[config.mk]
export PLATFORM = sky130hd
export DESIGN_NAME = vt52_esc_parser
export DESIGN_NICKNAME = d
export VERILOG_FILES = /design/src/rtl/vt52_esc_parser.sv
export SDC_FILE = /design/constraint.sdc
export NUM_CORES = 1
export LEC_CHECK = 0
export CAP_MARGIN = 20
export CORE_UTILIZATION = 35
export DETAILED_ROUTE_END_ITERATION = 8
export HOLD_SLACK_MARGIN = 0.06
export PLACE_DENSITY = 0.66
export SYNTH_ARGS = -nofsm -noshare
export SYNTH_HDL_FRONTEND = slang
export SYNTH_SLANG_ARGS = --single-unit
[constraint.sdc]
create_clock -name clk -period 3.4 [get_ports clk]
set_clock_uncertainty 0.15 [all_clocks]
set_input_delay 0.34 -clock clk [delete_from_list [all_inputs] [get_ports clk]]
set_output_delay 0.34 -clock clk [all_outputs]
set_load 0.1 [all_outputs]
[src/rtl/vt52_esc_parser.sv]
// VT52 escape-sequence parser: turns a byte stream into cursor/erase/print commands.
// Latency: cmd_valid rises on the clock edge that accepts the final byte of a command.
// Backpressure: while a command waits for cmd_ready, in_ready stays low (one command in flight).
//
// Ports:
//   clk, clr                 clock and asynchronous active-high reset
//   in_data/in_valid/in_ready   byte stream from the UART pipeline (valid/ready)
//   cmd_valid/cmd_ready      decoded command handshake
//   cmd_code                 0 PRINT,1 CR,2 LF,3 BS,4 TAB,5 UP,6 DOWN,7 RIGHT,8 LEFT,
//                            9 HOME,10 ERASE_EOS,11 ERASE_EOL,12 GOTO,13 RLF,14 IDENT
//   cmd_char                 printable character (PRINT only)
//   cmd_row / cmd_col        clamped cursor target (GOTO only)
// Build option: define VT52_IDENT_EN to decode ESC 'Z' as IDENT (code 14).
module vt52_esc_parser #(
    parameter int ROWS     = 24,
    parameter int COLS     = 80,
    parameter int ROW_BITS = 5,
    parameter int COL_BITS = 7
) (
    input  logic                clk,
    input  logic                clr,
    input  logic [7:0]          in_data,
    input  logic                in_valid,
    output logic                in_ready,
    output logic                cmd_valid,
    input  logic                cmd_ready,
    output logic [3:0]          cmd_code,
    output logic [7:0]          cmd_char,
    output logic [ROW_BITS-1:0] cmd_row,
    output logic [COL_BITS-1:0] cmd_col
);

    typedef enum logic [2:0] {
        S_IDLE  = 3'd0,
        S_ESC   = 3'd1,
        S_Y_ROW = 3'd2,
        S_Y_COL = 3'd3,
        S_HOLD  = 3'd4
    } state_t;

    localparam logic [3:0] C_PRINT     = 4'd0;
    localparam logic [3:0] C_CR        = 4'd1;
    localparam logic [3:0] C_LF        = 4'd2;
    localparam logic [3:0] C_BS        = 4'd3;
    localparam logic [3:0] C_TAB       = 4'd4;
    localparam logic [3:0] C_UP        = 4'd5;
    localparam logic [3:0] C_DOWN      = 4'd6;
    localparam logic [3:0] C_RIGHT     = 4'd7;
    localparam logic [3:0] C_LEFT      = 4'd8;
    localparam logic [3:0] C_HOME      = 4'd9;
    localparam logic [3:0] C_ERASE_EOS = 4'd10;
    localparam logic [3:0] C_ERASE_EOL = 4'd11;
    localparam logic [3:0] C_GOTO      = 4'd12;
    localparam logic [3:0] C_RLF       = 4'd13;
`ifdef VT52_IDENT_EN
    localparam logic [3:0] C_IDENT     = 4'd14;
`endif

    localparam logic [7:0] ROW_MAX = 8'(ROWS - 1);
    localparam logic [7:0] COL_MAX = 8'(COLS - 1);

    state_t                state_q,     state_d;
    logic                  cmd_valid_q, cmd_valid_d;
    logic [3:0]            cmd_code_q,  cmd_code_d;
    logic [7:0]            cmd_char_q,  cmd_char_d;
    logic [ROW_BITS-1:0]   cmd_row_q,   cmd_row_d;
    logic [COL_BITS-1:0]   cmd_col_q,   cmd_col_d;
    // Row captured from the first GOTO argument, held until the column arrives.
    logic [ROW_BITS-1:0]   srow_q,      srow_d;

    logic                  accept;
    logic                  emit;
    logic [3:0]            emit_code;
    logic                  is_abort;
    logic                  is_print;
    logic [7:0]            coord_off;
    logic [7:0]            row_val;
    logic [7:0]            col_val;

    // No byte is taken while a command is pending or while reset is held.
    assign in_ready = (state_q != S_HOLD) && !clr;
    assign accept   = in_valid && in_ready;

    assign is_abort = (in_data == 8'h18) || (in_data == 8'h1A);
    assign is_print = (in_data >= 8'h20) && (in_data <= 8'h7E);

    // GOTO coordinates are offset by 0x20 and clamped to the screen in both directions.
    assign coord_off = in_data - 8'h20;

    always_comb begin
        row_val = 8'h00;
        col_val = 8'h00;
        if (in_data >= 8'h20) begin
            row_val = (coord_off > ROW_MAX) ? ROW_MAX : coord_off;
            col_val = (coord_off > COL_MAX) ? COL_MAX : coord_off;
        end
    end

    always_comb begin
        state_d     = state_q;
        cmd_valid_d = cmd_valid_q;
        cmd_code_d  = cmd_code_q;
        cmd_char_d  = cmd_char_q;
        cmd_row_d   = cmd_row_q;
        cmd_col_d   = cmd_col_q;
        srow_d      = srow_q;
        emit        = 1'b0;
        emit_code   = C_PRINT;

        case (state_q)
            S_IDLE: begin
                if (accept) begin
                    if (is_print) begin
                        emit       = 1'b1;
                        emit_code  = C_PRINT;
                        cmd_char_d = in_data;
                    end else begin
                        case (in_data)
                            8'h0D: begin emit = 1'b1; emit_code = C_CR;  end
                            8'h0A: begin emit = 1'b1; emit_code = C_LF;  end
                            8'h08: begin emit = 1'b1; emit_code = C_BS;  end
                            8'h09: begin emit = 1'b1; emit_code = C_TAB; end
                            8'h1B: state_d = S_ESC;
                            default: state_d = S_IDLE;
                        endcase
                    end
                end
            end

            S_ESC: begin
                if (accept) begin
                    // Unknown bytes (including CAN/SUB) fall back to IDLE silently.
                    state_d = S_IDLE;
                    case (in_data)
                        8'h41: begin emit = 1'b1; emit_code = C_UP;        end
                        8'h42: begin emit = 1'b1; emit_code = C_DOWN;      end
                        8'h43: begin emit = 1'b1; emit_code = C_RIGHT;     end
                        8'h44: begin emit = 1'b1; emit_code = C_LEFT;      end
                        8'h48: begin emit = 1'b1; emit_code = C_HOME;      end
                        8'h4A: begin emit = 1'b1; emit_code = C_ERASE_EOS; end
                        8'h4B: begin emit = 1'b1; emit_code = C_ERASE_EOL; end
                        8'h49: begin emit = 1'b1; emit_code = C_RLF;       end
`ifdef VT52_IDENT_EN
                        8'h5A: begin emit = 1'b1; emit_code = C_IDENT;     end
`endif
                        8'h59: state_d = S_Y_ROW;
                        // A repeated ESC restarts the escape sequence.
                        8'h1B: state_d = S_ESC;
                        default: state_d = S_IDLE;
                    endcase
                end
            end

            S_Y_ROW: begin
                if (accept) begin
                    if (is_abort) begin
                        state_d = S_IDLE;
                    end else begin
                        srow_d  = ROW_BITS'(row_val);
                        state_d = S_Y_COL;
                    end
                end
            end

            S_Y_COL: begin
                if (accept) begin
                    if (is_abort) begin
                        state_d = S_IDLE;
                    end else begin
                        emit      = 1'b1;
                        emit_code = C_GOTO;
                        cmd_row_d = srow_q;
                        cmd_col_d = COL_BITS'(col_val);
                    end
                end
            end

            S_HOLD: begin
                if (cmd_ready) begin
                    cmd_valid_d = 1'b0;
                    state_d     = S_IDLE;
                end
            end

            default: begin
                cmd_valid_d = 1'b0;
                state_d     = S_IDLE;
            end
        endcase

        if (emit) begin
            cmd_valid_d = 1'b1;
            cmd_code_d  = emit_code;
            state_d     = S_HOLD;
        end
    end

    always_ff @(posedge clk or posedge clr) begin
        if (clr) begin
            state_q     <= S_IDLE;
            cmd_valid_q <= 1'b0;
            cmd_code_q  <= 4'd0;
            cmd_char_q  <= 8'h00;
            cmd_row_q   <= '0;
            cmd_col_q   <= '0;
            srow_q      <= '0;
        end else begin
            state_q     <= state_d;
            cmd_valid_q <= cmd_valid_d;
            cmd_code_q  <= cmd_code_d;
            cmd_char_q  <= cmd_char_d;
            cmd_row_q   <= cmd_row_d;
            cmd_col_q   <= cmd_col_d;
            srow_q      <= srow_d;
        end
    end

    assign cmd_valid = cmd_valid_q;
    assign cmd_code  = cmd_code_q;
    assign cmd_char  = cmd_char_q;
    assign cmd_row   = cmd_row_q;
    assign cmd_col   = cmd_col_q;

endmodule

==> impl_results.md <==
* Largest area contributor in the netlist: dfrtp_1
* Final Cell Area at 0.00228 sq mm
* Hold Path Class: in2async
* Worst rel slew slack at 34.9%
* Synth Net Count at 183
* Vias in the first global route at 1327
* DP HPWL at 2.82 mm
* Wire per inst at 14.2 um
* Count of final hold-check violations at 0
* Max_cap viols at 0
* Final net count at 217
* Worst-Skew Late Latency at 0.29 ns
* Fin cells at 271
* First-pass GRT wire length at 6.44 mm
* Placed insts at 263
* Post-synth design cell area at 0.00176 sq mm
* Max incr delay on CP at 0.56 ns
* # H-tree levels at 2
* CP startpoint: in_data[5]
* Leak Pwr at 0.959 nW
* Yosys top cell area share at 46.9%
* WP buf/inv at 1
* Synth warnings at 0
* Die Footprint at 0.00532 sq mm
* DRC viols at 0
* Layout cell share with drive strength beyond 1 at 17.2%
* CP Depth at 5
* Via density at 5.08
* Critical path's slowest cell: or3_1
* Netlist cell types at 46
* Clk buf depth at 2
* Overall Power at 0.00117 W
* Status: finished clean
* Starting Density at 36.8%
* Post-CTS Hold Buffers at 0
* Total global-route track usage at 16.2%
* Number of I/O pins at 38
* CORE AREA at 0.00479 sq mm
* Max Slew Vio Count at 0
* Initial drt markers at 89
* Setup Viol. Count Final at 0
* Reg2reg path depth at 4
* Gpl congestion at 0.869
* Max VDD drop at 0.000296 V
* Avg Cell Area, Syn at 10.4 sq um
* # port buffers at 37
* Setup ws final at 0.842 ns
* CP required at 3.42 ns
* Worst-margin pin slew at 0.974 ns
* Reg2reg end: cmd_char[6]$_DFFE_PP0P_
* Standard-cell rows at 25
* Fmax at 391 MHz
* Pre-CTS WS at 0.509 ns
* Post-CTS repair timing setup buffer count at 0
* Crit Path Class: in2reg
* Drt first pass iters at 4
* R2r startpoint: state_q[1]$_DFFE_PP0P_
* # diodes at 0
* Cell Area, Placed at 0.00218 sq mm
* Synth-to-layout area growth at 29.3%
* Number of CTS-inserted buffers at 5
* Largest net degree at the start of global routing at 35
* Final WL at 3.84 mm
* Seq cells post-synth at 33
* Initial antenna violation count at 0
* Setup_tns at 0 ns
* Clk slew on worst S/H paths at 0.07 ns
* Clk root buf: clkbuf_8
* Setup crit end: cmd_row[3]$_DFFE_PP0P_
* Pwr Density at 514 mW/mm^2
* Final ANT Viol Nets at 0
* Clk sinks at 33
* Delay-heaviest family, CP: simple AND/OR/NAND/NOR gates
* RSZ-0062 raised after global routing: no
* Total grt overflow at 0
* Register-to-register setup slack at 1.06 ns
* Post-route clock period utilization at 75.2%
* Data arrival, critical path at 2.58 ns
* Die Y at 72.9 um
* Startpoint types: input pin
* Worst setup EP type: register
* CTS resizes at 0
* Die W at 72.9 um
* CTS tree: built
* Synth Instances at 169
* Sequential share of the synthesized area at 46.9%
* Via count at 1376
* Fin crit period at 2.56 ns
* Top cells by area, synth: dfrtp_1 47%, mux2_2 7.7%, o21ai_0 5.7%, nand2_1 4.5%, o31ai_1 2.6%
* CP Max Fanout at 20
* Cell Chain, Critical Path: clkdlybuf4s50_1, or3_1, o311ai_2, or2_2, mux2_2
worst min path at each step:
| stage | from | cells after the start | endpoint | slack [ns] |
|---|---|---|---|---|
| floorplan | srow_q[4]$_DFFE_PP0P_ | 1 | srow_q[4]$_DFFE_PP0P_ | 0.30 |
| finish | clr | 3 | state_q[2]$_DFFE_PP0P_ | 0.31 |
| detailed placement | srow_q[2]$_DFFE_PP0P_ | 2 | srow_q[2]$_DFFE_PP0P_ | 0.32 |
| CTS | clr | 3 | cmd_valid$_DFFE_PP0P_ | 0.33 |
| global route | cmd_row[2]$_DFFE_PP0P_ | 1 | cmd_row[2]$_DFFE_PP0P_ | 0.37 |
| global placement | cmd_col[3]$_DFFE_PP0P_ | 2 | cmd_col[3]$_DFFE_PP0P_ | 0.31 |
stage by stage:
step / hold WS, ns / utilization [%]
finish: 0.307 / 47.6
global route: 0.368 / 47.6
CTS: 0.331 / 47.6
detailed placement: 0.320 / 45.5
global placement: 0.312 / 45.5
floorplan: 0.296 / -
cell families (layout without fill, tap and decap cells):
family / count (synthesis) / in the layout / synth area share [%]
compound gates: 47 / 47 / 20.5
xor+xnor: 2 / 2 / 0.994
fa+ha+maj: 2 / 2 / 1.42
buf+inv: 19 / 54 / 5.18
flops: 33 / 33 / 46.9
mux: 15 / 15 / 9.52
simple gates: 51 / 51 / 15.5
power breakdown:
part           internal, W  leakage, nW  switching [W]
registers         0.000423        0.444      0.0000179
logic             0.000103        0.461       0.000303
clock network     0.000183       0.0542       0.000141
sequential cells by signal, indices dropped and copies added, names as in the netlist:
signal / count
cmd_col: 7
srow_q: 5
cmd_valid: 1
cmd_char: 8
cmd_code: 4
cmd_row: 5
state_q: 3
synth_stat cells (all sizes together):
cell / n
nor2b: 3
o41ai: 1
o211ai: 2
nor3: 4
nand3b: 1
o32ai: 2
a22o: 3
o32a: 1
or3b: 1
or2: 2
a31oi: 1
nand2: 21
o311ai: 2
nor2: 3
dfrtp: 33
o21ai: 20
xnor2: 2
o31ai: 6
or4: 3
a211oi: 1
a21o: 2
inv: 7
or3: 1
nor3b: 2
a41oi: 1
nand4: 1
a21oi: 1
nand3: 6
nor4: 1
o22ai: 2
buf: 9
mux2: 14
mux2i: 1
ha: 2
o2bb2ai: 1
and2: 2
a41o: 1
clkbuf: 3
tightest hold or removal path: cells and delay by family:
kind | cells | cell delay, ns
buffers and inverters | 3 | 0.82
cell type report:
| cell class | instances | area, sq um |
|---|---|---|
| Inverter | 7 | 26.3 |
| Multi-Input combinational cell | 117 | 845 |
| Clock inverter | 1 | 5.00 |
| Fill cell | 469 | 2510 |
| Sequential cell | 33 | 826 |
| Clock buffer | 7 | 96.3 |
| Timing Repair Buffer | 39 | 395 |
| Tap cell | 67 | 83.8 |
placed cells by master, fill, tap and decap left out, types with 2 or more instances in the layout:
| master | synthesis | final |
|---|---|---|
| nand2_1 | 21 | 21 |
| nor3b_1 | 2 | 2 |
| or4_1 | 3 | 3 |
| nor3_1 | 2 | 2 |
| or2_2 | 2 | 2 |
| and2_1 | 2 | 2 |
| ha_1 | 2 | 2 |
| o31ai_1 | 6 | 6 |
| mux2_1 | 2 | 2 |
| nand3_1 | 6 | 6 |
| xnor2_1 | 2 | 2 |
| mux2_2 | 12 | 12 |
| o21ai_0 | 20 | 20 |
| o311ai_2 | 2 | 2 |
| nor2b_1 | 3 | 3 |
| dfrtp_1 | 33 | 33 |
| nor2_1 | 3 | 3 |
| clkdlybuf4s50_1 | 0 | 36 |
| buf_4 | 1 | 2 |
| a22o_1 | 3 | 3 |
| inv_1 | 7 | 7 |
| o32ai_1 | 2 | 2 |
| clkbuf_8 | 0 | 7 |
metal layers:
layer  wire (um)  global-route usage [%]  up-vias  part of all wire [%]
li1            -                       -      683                     -
met1        1880                    22.1      652                    49
met2        1780                    24.8       33                    46
met3         115                    4.56        8                   3.0
met4          65                    5.66        0                   1.7
met5           0                       0        -                     0
Power figures use the tool's default switching activity.
